File: src/rtl/line_buffer_ctrl.sv
// line_buffer_ctrl: runs one dual-port RAM as a ring of 2**LINE_SEL_WIDTH video lines.
// Port A takes pixel writes from the input stream. Port B serves random reads from
// the vertical interpolator. The controller tracks filled and free lines, applies
// input backpressure and validates read requests.
// Optional feature: define LINE_BUF_ERR_CNT_EN to add a saturating err_cnt output.
module line_buffer_ctrl #(
  parameter int DATA_WIDTH      = 8,
  parameter int LINE_ADDR_WIDTH = 11,
  parameter int LINE_SEL_WIDTH  = 2
) (
  input  logic                                     clk,
  input  logic                                     rst_n,
  input  logic                                     frame_start,
  input  logic [LINE_ADDR_WIDTH-1:0]               line_width,
  input  logic                                     in_valid,
  input  logic [DATA_WIDTH-1:0]                    in_data,
  output logic                                     in_ready,
  input  logic                                     rd_req,
  input  logic [LINE_SEL_WIDTH-1:0]                rd_line_ofs,
  input  logic [LINE_ADDR_WIDTH-1:0]               rd_x,
  output logic                                     rd_valid,
  output logic                                     rd_err,
  output logic [DATA_WIDTH-1:0]                    rd_data,
  input  logic                                     line_release,
  output logic [LINE_SEL_WIDTH:0]                  lines_filled,
  output logic [LINE_SEL_WIDTH+LINE_ADDR_WIDTH-1:0] ram_addrA,
  output logic [DATA_WIDTH-1:0]                    ram_dataA,
  output logic                                     ram_weA,
  output logic [LINE_SEL_WIDTH+LINE_ADDR_WIDTH-1:0] ram_addrB,
  output logic                                     ram_weB,
  input  logic [DATA_WIDTH-1:0]                    ram_qB
`ifdef LINE_BUF_ERR_CNT_EN
  ,
  output logic [15:0]                              err_cnt
`endif
);

  localparam logic [LINE_SEL_WIDTH:0] FULL = {1'b1, {LINE_SEL_WIDTH{1'b0}}};

  typedef enum logic {IDLE, RUN} state_t;

  state_t                      state;
  logic [LINE_ADDR_WIDTH-1:0]  width;
  logic [LINE_ADDR_WIDTH-1:0]  wr_x;
  logic [LINE_SEL_WIDTH-1:0]   wr_line;
  logic [LINE_SEL_WIDTH-1:0]   rd_base;
  logic [LINE_SEL_WIDTH:0]     filled;

  logic                        running;
  logic                        wr_en;
  logic                        line_done;
  logic                        rel_ok;
  logic                        rd_ok;
  logic [LINE_SEL_WIDTH-1:0]   rd_line;

  assign lines_filled = filled;
  assign rd_data      = ram_qB;
  assign ram_weB      = 1'b0;

  // Handshake, read validation and same-cycle RAM port drive.
  // A flush on frame_start takes priority, so writes and reads are suppressed in that cycle.
  always_comb begin
    running   = (state == RUN);
    in_ready  = running && (filled < FULL);
    wr_en     = in_valid && in_ready && !frame_start;
    line_done = wr_en && (wr_x == width - 1'b1);
    rel_ok    = line_release && (filled != '0);
    rd_ok     = rd_req && running && !frame_start &&
                ({1'b0, rd_line_ofs} < filled) && (rd_x < width);
    rd_line   = rd_base + rd_line_ofs;
    ram_weA   = wr_en;
    ram_addrA = {wr_line, wr_x};
    ram_dataA = wr_en ? in_data : '0;
    ram_addrB = rd_ok ? {rd_line, rd_x} : '0;
  end

  // Frame FSM together with the write pointer, ring base, fill count and read status flags.
  always_ff @(posedge clk or negedge rst_n) begin
    if (!rst_n) begin
      state    <= IDLE;
      width    <= '0;
      wr_x     <= '0;
      wr_line  <= '0;
      rd_base  <= '0;
      filled   <= '0;
      rd_valid <= 1'b0;
      rd_err   <= 1'b0;
    end else begin
      rd_valid <= rd_ok;
      rd_err   <= rd_req && !rd_ok;
      if (frame_start) begin
        state   <= (line_width != '0) ? RUN : IDLE;
        width   <= line_width;
        wr_x    <= '0;
        wr_line <= '0;
        rd_base <= '0;
        filled  <= '0;
      end else begin
        if (wr_en) begin
          if (line_done) begin
            wr_x    <= '0;
            wr_line <= wr_line + 1'b1;
          end else begin
            wr_x <= wr_x + 1'b1;
          end
        end
        if (rel_ok) begin
          rd_base <= rd_base + 1'b1;
        end
        // Completion and release in the same cycle cancel out.
        case ({line_done, rel_ok})
          2'b10:   filled <= filled + 1'b1;
          2'b01:   filled <= filled - 1'b1;
          default: filled <= filled;
        endcase
      end
    end
  end

`ifdef LINE_BUF_ERR_CNT_EN
  logic        rd_bad;
  logic        rel_bad;
  logic        in_bad;
  logic [1:0]  ev;
  logic [16:0] err_sum;

  // Up to three distinct error events can occur in one cycle; all of them are counted.
  always_comb begin
    rd_bad  = rd_req && !rd_ok;
    rel_bad = line_release && (filled == '0);
    in_bad  = in_valid && !in_ready && running;
    ev      = {1'b0, rd_bad} + {1'b0, rel_bad} + {1'b0, in_bad};
    err_sum = {1'b0, err_cnt} + 17'(ev);
  end

  // Saturating error counter, cleared at each frame start.
  always_ff @(posedge clk or negedge rst_n) begin
    if (!rst_n) begin
      err_cnt <= '0;
    end else if (frame_start) begin
      err_cnt <= '0;
    end else if (err_sum[16]) begin
      err_cnt <= '1;
    end else begin
      err_cnt <= err_sum[15:0];
    end
  end
`endif

endmodule

File: config.mk
export PLATFORM = sky130hd
export DESIGN_NAME = line_buffer_ctrl
export DESIGN_NICKNAME = d
export VERILOG_FILES = /design/src/rtl/line_buffer_ctrl.sv
export SDC_FILE = /design/constraint.sdc
export NUM_CORES = 1
export LEC_CHECK = 0
export ABC_AREA = 1
export BUFFER_PORTS_ARGS = -buffer_cell sky130_fd_sc_hd__buf_2
export CAP_MARGIN = 20
export CELL_PAD_IN_SITES_DETAIL_PLACEMENT = 0
export CELL_PAD_IN_SITES_GLOBAL_PLACEMENT = 1
export CORE_ASPECT_RATIO = 0.75
export CORE_MARGIN = 2
export CORE_UTILIZATION = 25
export DETAILED_ROUTE_END_ITERATION = 16
export GPL_TIMING_DRIVEN = 1
export PLACE_DENSITY = 0.7
export SLEW_MARGIN = 0
export SYNTH_ARGS = -nofsm -noshare
export SYNTH_HDL_FRONTEND = slang
export SYNTH_SLANG_ARGS = --single-unit
File: constraint.sdc
create_clock -name clk -period 5 [get_ports clk]
set_input_delay 0.25 -clock clk [delete_from_list [all_inputs] [get_ports clk]]
set_output_delay 0.25 -clock clk [all_outputs]
set_load 0.01 [all_outputs]
==> results of run 1 <==
-- registers in the layout (all words and copies together), names as in the netlist --
signal and count:
wr_x 11, rd_valid 1, running 1, wr_line 2, rd_err 1, lines_filled 3, width 11, rd_base 2
-- report_power, final --
part	internal, mW	switching (mW)
Sequential	0.290	0.0475
Clock	0.234	0.110
Combinational	0.122	0.195
-- cell usage after synthesis (all sizes together) --
master / n / area share, %
a21oi: 12 / 2.4
buf: 13 / 3.7
clkbuf: 2 / 0.29
conb: 1 / 0.14
dfrtp: 32 / 30
fa: 1 / 0.76
ha: 14 / 6.7
inv: 64 / 9.2
nand2: 90 / 15
nand3: 26 / 6.3
nand3b: 2 / 0.57
nand4: 8 / 1.9
nor2: 55 / 10
nor3: 5 / 0.95
nor4: 2 / 0.48
o2111ai: 2 / 0.67
o211ai: 1 / 0.29
o21a: 1 / 0.29
o21ai: 16 / 3.0
o22ai: 5 / 1.2
o31ai: 1 / 0.29
o41ai: 1 / 0.33
xnor2: 5 / 1.7
xor2: 11 / 3.7
-- worst paths after layout --
| path | start | endpoint | cells after the start |
|---|---|---|---|
| setup / recovery | width[0] | lines_filled[2] | 20 |
| hold / removal | rst_n | wr_line[0] | 1 |
| setup reg to reg | width[0] | lines_filled[2] | 20 |
| hold reg to reg | wr_line[1] | wr_line[1] | 2 |
| max in group asynchronous | rst_n | wr_x[3] | 1 |
| min in group clk | line_width[6] | width[6] | 3 |
-- critical path: stages (launching register included) --
cell	delay [ns]
dfrtp_1	0.40
inv_1	0.15
ha_1	0.38
nand2_4	0.09
nor2_4	0.14
inv_2	0.04
nand3_1	0.08
nand2_1	0.07
nor2_2	0.11
nand2_2	0.07
nor2_4	0.12
nand2_4	0.11
nand2_4	0.10
inv_1	0.06
fa_1	0.38
xnor2_1	0.23
inv_1	0.06
nand3_1	0.08
nand2_1	0.05
nand2_1	0.05
nand2_1	0.06
-- cell families (layout without fill, tap and decap cells) --
family | after synthesis | in the layout | synth area share, %
buffers and inverters | 79 | 150 | 13.2
flip-flops | 32 | 32 | 30.5
XOR/XNOR | 16 | 16 | 5.34
AND/OR/NAND/NOR | 188 | 188 | 34.9
adder cells (fa/ha/maj) | 15 | 15 | 7.43
AO/OA/AOI/OAI | 39 | 39 | 8.53
other | 1 | 1 | 0.143
-- layout make-up --
cell class                      instances  share of cell area (%)
Inverter                               64                    7.48
Clock buffer                            6                    3.97
Tap cell                              136                    5.24
Sequential cell                        32                    24.7
Clock inverter                          2                    1.08
Timing Repair Buffer                   78                    12.0
Multi-Input combinational cell        259                    45.5
-- layer usage --
metal  global-route usage (%)  vias to the layer above  wire, um
met5                        0                        -         0
li1                         -                     1296         -
met4                     3.35                        0        72
met3                     3.02                        7       334
met1                     19.2                     1128      3730
met2                     19.4                       59      2950
==> run metrics, run 1 <==
status finished clean; gr usage total 13.2%; post-synthesis cell area 2630 um^2; layout cells sized above 1 25.2%; Final WS setup 2.07 ns; die area 11300 um^2; clock slew at reported path FFs 0.05 ns; setup_tns 0 ns; FF+latch count, synth 32; io pins 96; CTS resizes 0; gpl congestion 0.841; Peak Freq 341 MHz; Root Driver clkbuf_16; Final Skew 0.00672 ns; Residual DRC 0; Die W 122 um; TritonCTS Buffers 5; Hold Slack 0.0443 ns; row count 32; WP data required 5.17 ns; multi-input logic area 1480 um^2; post-layout instance area 3250 um^2; VDD IR max 0.186 mV; post-synth cell types 36; fin util 31.7%; TritonCTS clock tree done; DRT Pass-1 Iters 5; nature of the critical path endpoint flop; Cells after Synth 370; starting density of the core 25.6%; fin. max-slew vios 0; DP Worst Slack 2.02 ns; Final setup viols 0; syn_area_per_cell 7.10 um^2; Final HPWL DP 5.90 mm; Chip Height 92.8 um; grt total ovfl 0; FF-to-FF setup slack 2.07 ns; number of max-cap violations 0; largest net degree at the start of global routing 33; syn nets 431; Antenna Violating Nets Remaining 0; WL final 7.08 mm; dpl cells 569; startpoint types flop; Fin. Hold Viols 0; placed inst area 3080 um^2; via count 2490; Nets 501; P per Cell Area 308 nW/um^2; first-pass GRT wire length 11.8 mm; n_diodes 0; most common cell after layout, fill and taps aside nand2_1; Core Area 10200 um^2; Crit Path Class flop to flop; Tmin final 2.93 ns; area grow syn2layout 23.6%; clk sinks 32; Slew headroom 49.2%; commonest non-fill, non-tap cells in the layout 81 x nand2_1, 78 x buf_2, 61 x inv_1; Yosys warnings 0; 1st-iter DRT viols 120; WL/cell 12.3 um; initial antenna violation count 0; final worst path period share 58.7%; Seq/Total Area, Yosys 30.5%; CP Data Arrival Time 3.10 ns; vias in the first global route 2399; H-Tree Depth 2; CTS max path bufs 2; crit path max fanout 8; Cell Count, Final, Fillers Out 577; Port Buffers 78; Filler cells 1132; Hold Path Class primary input to async pin; final total power 999 uW; clk_lat worst skew 0.28 ns; vias per inst 4.32; P_leak 1.79 nW; hold_buf cts 0; Sequential Area 801 um^2; actual slew at the worst max-slew pin 0.763 ns; RSZ-0062 raised after global routing false; post-CTS setup buffer count 0
No activity file was read; power rests on OpenSTA's default activity.
==> inputs of run 2 (changes only) <==
ABC_AREA = 0   (was 1)
PLACE_DENSITY = 0.72   (was 0.7)
clock period = 2.6 ns   (was 5 ns; I/O delays follow)
==> run 2 against run 1 <==
Compared with the run above:
- final cell count fell by 11%
- flip-flop and latch count did not move
- clock skew fell by 0.0032 ns
- core utilization rose by 5.1 points
- largest power group unchanged
- the run now ends with setup timing left
- first-iteration DRC count fell by 20%
- highest routed layer unchanged
==> run metrics, run 2 <==
status finished with violations; violated checks setup timing; first-pass GRT wire length 11.8 mm (+0.12%); via count 2336 (-6.2%); H-Tree Depth 2 (unchanged); Seq/Total Area, Yosys 33.0% (+2.5 points); Sw Share 27.7% (-7.6 points); nature of the critical path endpoint flop; Yosys warnings 0 (unchanged); Hold Path Class primary input to flop; Final Skew 0.00356 ns (-0.00316 ns); setup_tns -0.710 ns (-0.710 ns); P_leak 1.73 nW (-3.6%); final worst path period share 110% (+51 points); 1st-iter DRT viols 96 (-20%); part of the power in combinational logic 24.8% (-7.0 points); vias per inst 4.55 (+5.5%); Sequential Power Share 35.7% (+1.9 points); Crit path max-delay family simple AND/OR/NAND/NOR gates; count leader, synth dfrtp_1; crit-path cells or4_4 -> nor3_4 -> xnor2_2 -> nor4_4 -> and3_4 -> nor2_2 -> fa_2 -> buf_4 -> nor2b_1 -> o21ai_0 -> o311ai_2; syn nets 338 (-22%); Port Buffers 78 (unchanged); Die W 118 um (-3.7%); CP Data Arrival Time 2.99 ns (-0.11 ns); gpl congestion 0.816 (-3.0%); Tmin final 2.86 ns (-0.0721 ns); largest net degree at the start of global routing 40 (+21%); TritonCTS Buffers 5 (unchanged); Final HPWL DP 5.47 mm (-7.3%); initial antenna violation count 0 (unchanged); Chip Height 89.4 um (-3.7%); Root Driver clkbuf_16; most used flip-flop cell after synthesis dfrtp_1; io pins 96 (unchanged); slowest stage cell, crit path or4_4; switching power 422 uW (+20%); Core Area 9540 um^2 (-6.9%); die area 10500 um^2 (-7.3%); clk sinks 32 (unchanged); top cells by area, synth dfrtp_1 33%, ha_1 7.2%, xor2_1 4.3%; post-synthesis cell area 2430 um^2 (-7.5%); P_int 1.10 mW (+71%); Peak Freq 350 MHz (+2.5%); crit path max fanout 3 (-5); most common cell after layout, fill and taps aside buf_2; clk_lat worst skew 0.27 ns (about the same); DRT Pass-1 Iters 4 (-1); WL/cell 14.1 um (+15%); n_diodes 0 (unchanged); fin. max-slew vios 0 (unchanged); RSZ-0062 raised after global routing true; Fin. Hold Viols 0 (unchanged); clock slew at reported path FFs 0.05 ns (about the same); grt total ovfl 0 (unchanged); TritonCTS clock tree done; startpoint types flop; Slew headroom 49.2% (+0.087 points); P per Cell Area 435 nW/um^2 (+41%); Crit Path Class flop to flop; part of the power in the clock network 39.4% (+5.0 points); WL final 7.21 mm (+1.8%); CP peak stage delay 0.58 ns (+0.18 ns); Final setup viols 9 (+9); final total power 1.53 mW (+53%); top-area cell type share of the netlist area 33.0% (+2.5 points); vias in the first global route 2235 (-6.8%); synth cell count leaders 32 x dfrtp_1, 19 x o21ai_0, 18 x nand2_1, 17 x nor2_1; commonest non-fill, non-tap cells in the layout 78 x buf_2, 37 x buf_4, 31 x dfrtp_1; CTS max path bufs 2 (unchanged); Antenna Violating Nets Remaining 0 (unchanged); Final WS setup -0.261 ns (-2.33 ns); post-synth cell types 47 (+31%); gr usage total 14.1% (+0.94 points); Residual DRC 0 (unchanged); FF+latch count, synth 32 (unchanged); Nets 442 (-12%); WP data required 2.73 ns (-2.44 ns); actual slew at the worst max-slew pin 0.761 ns (-0.00131 ns); ys async rst share 100% (unchanged); number of flops mapped to enable cells by yosys 0 (unchanged); starting density of the core 25.5% (-0.17 points); syn_area_per_cell 8.77 um^2 (+24%); WP buf/inv 1 (-3); area grow syn2layout 44.3%; VDD IR max 0.219 mV (+18%); row count 31 (-3.1%); Cells after Synth 277 (-25%); Yosys top cell by area dfrtp_1; number of max-cap violations 0 (unchanged); layout cells sized above 1 42.5% (+17 points)
-- run 2: changes by cell type after synthesis, sizes merged, moves of 9 or more --
cell / before / now
nand3: 26 / 10
nand2b: 0 / 9
nor2: 55 / 17
nand2: 90 / 18
inv: 64 / 14
a21boi: 0 / 13
-- run 2: logic make-up after synthesis --
kind of cell / synth area share, %
xor+xnor: 9.43
flops: 33.0
mux: 1.03
simple gates: 22.0
compound gates: 19.0
other cells: 0.154
buf+inv: 7.42
fa+ha+maj: 8.04
-- run 2: per-layer routing --
| metal | track usage [%] | wire length [um] | vias to the layer above |
|---|---|---|---|
| met5 | 0 | 0 | - |
| met4 | 2.63 | 24 | 0 |
| met3 | 4.15 | 363 | 2 |
| met2 | 22.3 | 3330 | 49 |
| met1 | 19.5 | 3500 | 1115 |
| li1 | - | - | 1170 |
-- run 2: layout make-up --
cell class / instances / area, um^2
tap: 132 / 165
fill: 1021 / 6040
clock buffer: 7 / 153
multi-input combinational: 210 / 1630
timing repair buffer: 118 / 701
inverter: 14 / 52.6
sequential: 32 / 802
-- run 2: timing repair --
action,4_1_cts,5_1_grt
pin swaps,10,10
resized for setup,19,33
buffers inserted,5,1
setup endpoints to repair,2,24
cloned,0,1
hold endpoints to repair,32,0
hold buffers,1,0
-- run 2: final timing paths --
path	slack, ns	end	start	cells after the start
min in group asynchronous	0.49	width[2]	rst_n	2
worst max-delay path	-0.26	lines_filled[2]	width[5]	11
max in group asynchronous	1.58	width[5]	rst_n	2
worst min-delay path	0.09	width[8]	line_width[8]	3
worst min register to register	0.56	rd_base[1]	rd_base[1]	2
worst max register to register	-0.26	lines_filled[2]	width[5]	11
-- run 2: power by group through the flow --
stage,logic [mW],clock network [mW],registers [mW]
floorplan,0.181,0,0.555
global placement,0.318,0,0.550
detailed placement,0.321,0,0.551
CTS,0.361,0.612,0.545
global route,0.423,0.637,0.549
finish,0.379,0.602,0.545
-- run 2: tightest hold or removal path: stages --
cell,delay [ns]
buf_2,0.09
nand2_1,0.05
o21ai_0,0.06
-- run 2: metrics by stage --
stage	hold WS (ns)	utilization, %	setup slack [ns]	cell area [um^2]	cells
final	0.0917	36.7	-0.261	3500	513
after floorplan	-0.166	-	-0.189	2460	277
after CTS	0.0845	35.8	-0.203	3420	511
after global routing	0.104	36.7	-0.358	3500	513
after global placement	0.234	32.8	-0.180	3130	498
after detailed placement	0.248	32.8	-0.244	3130	498
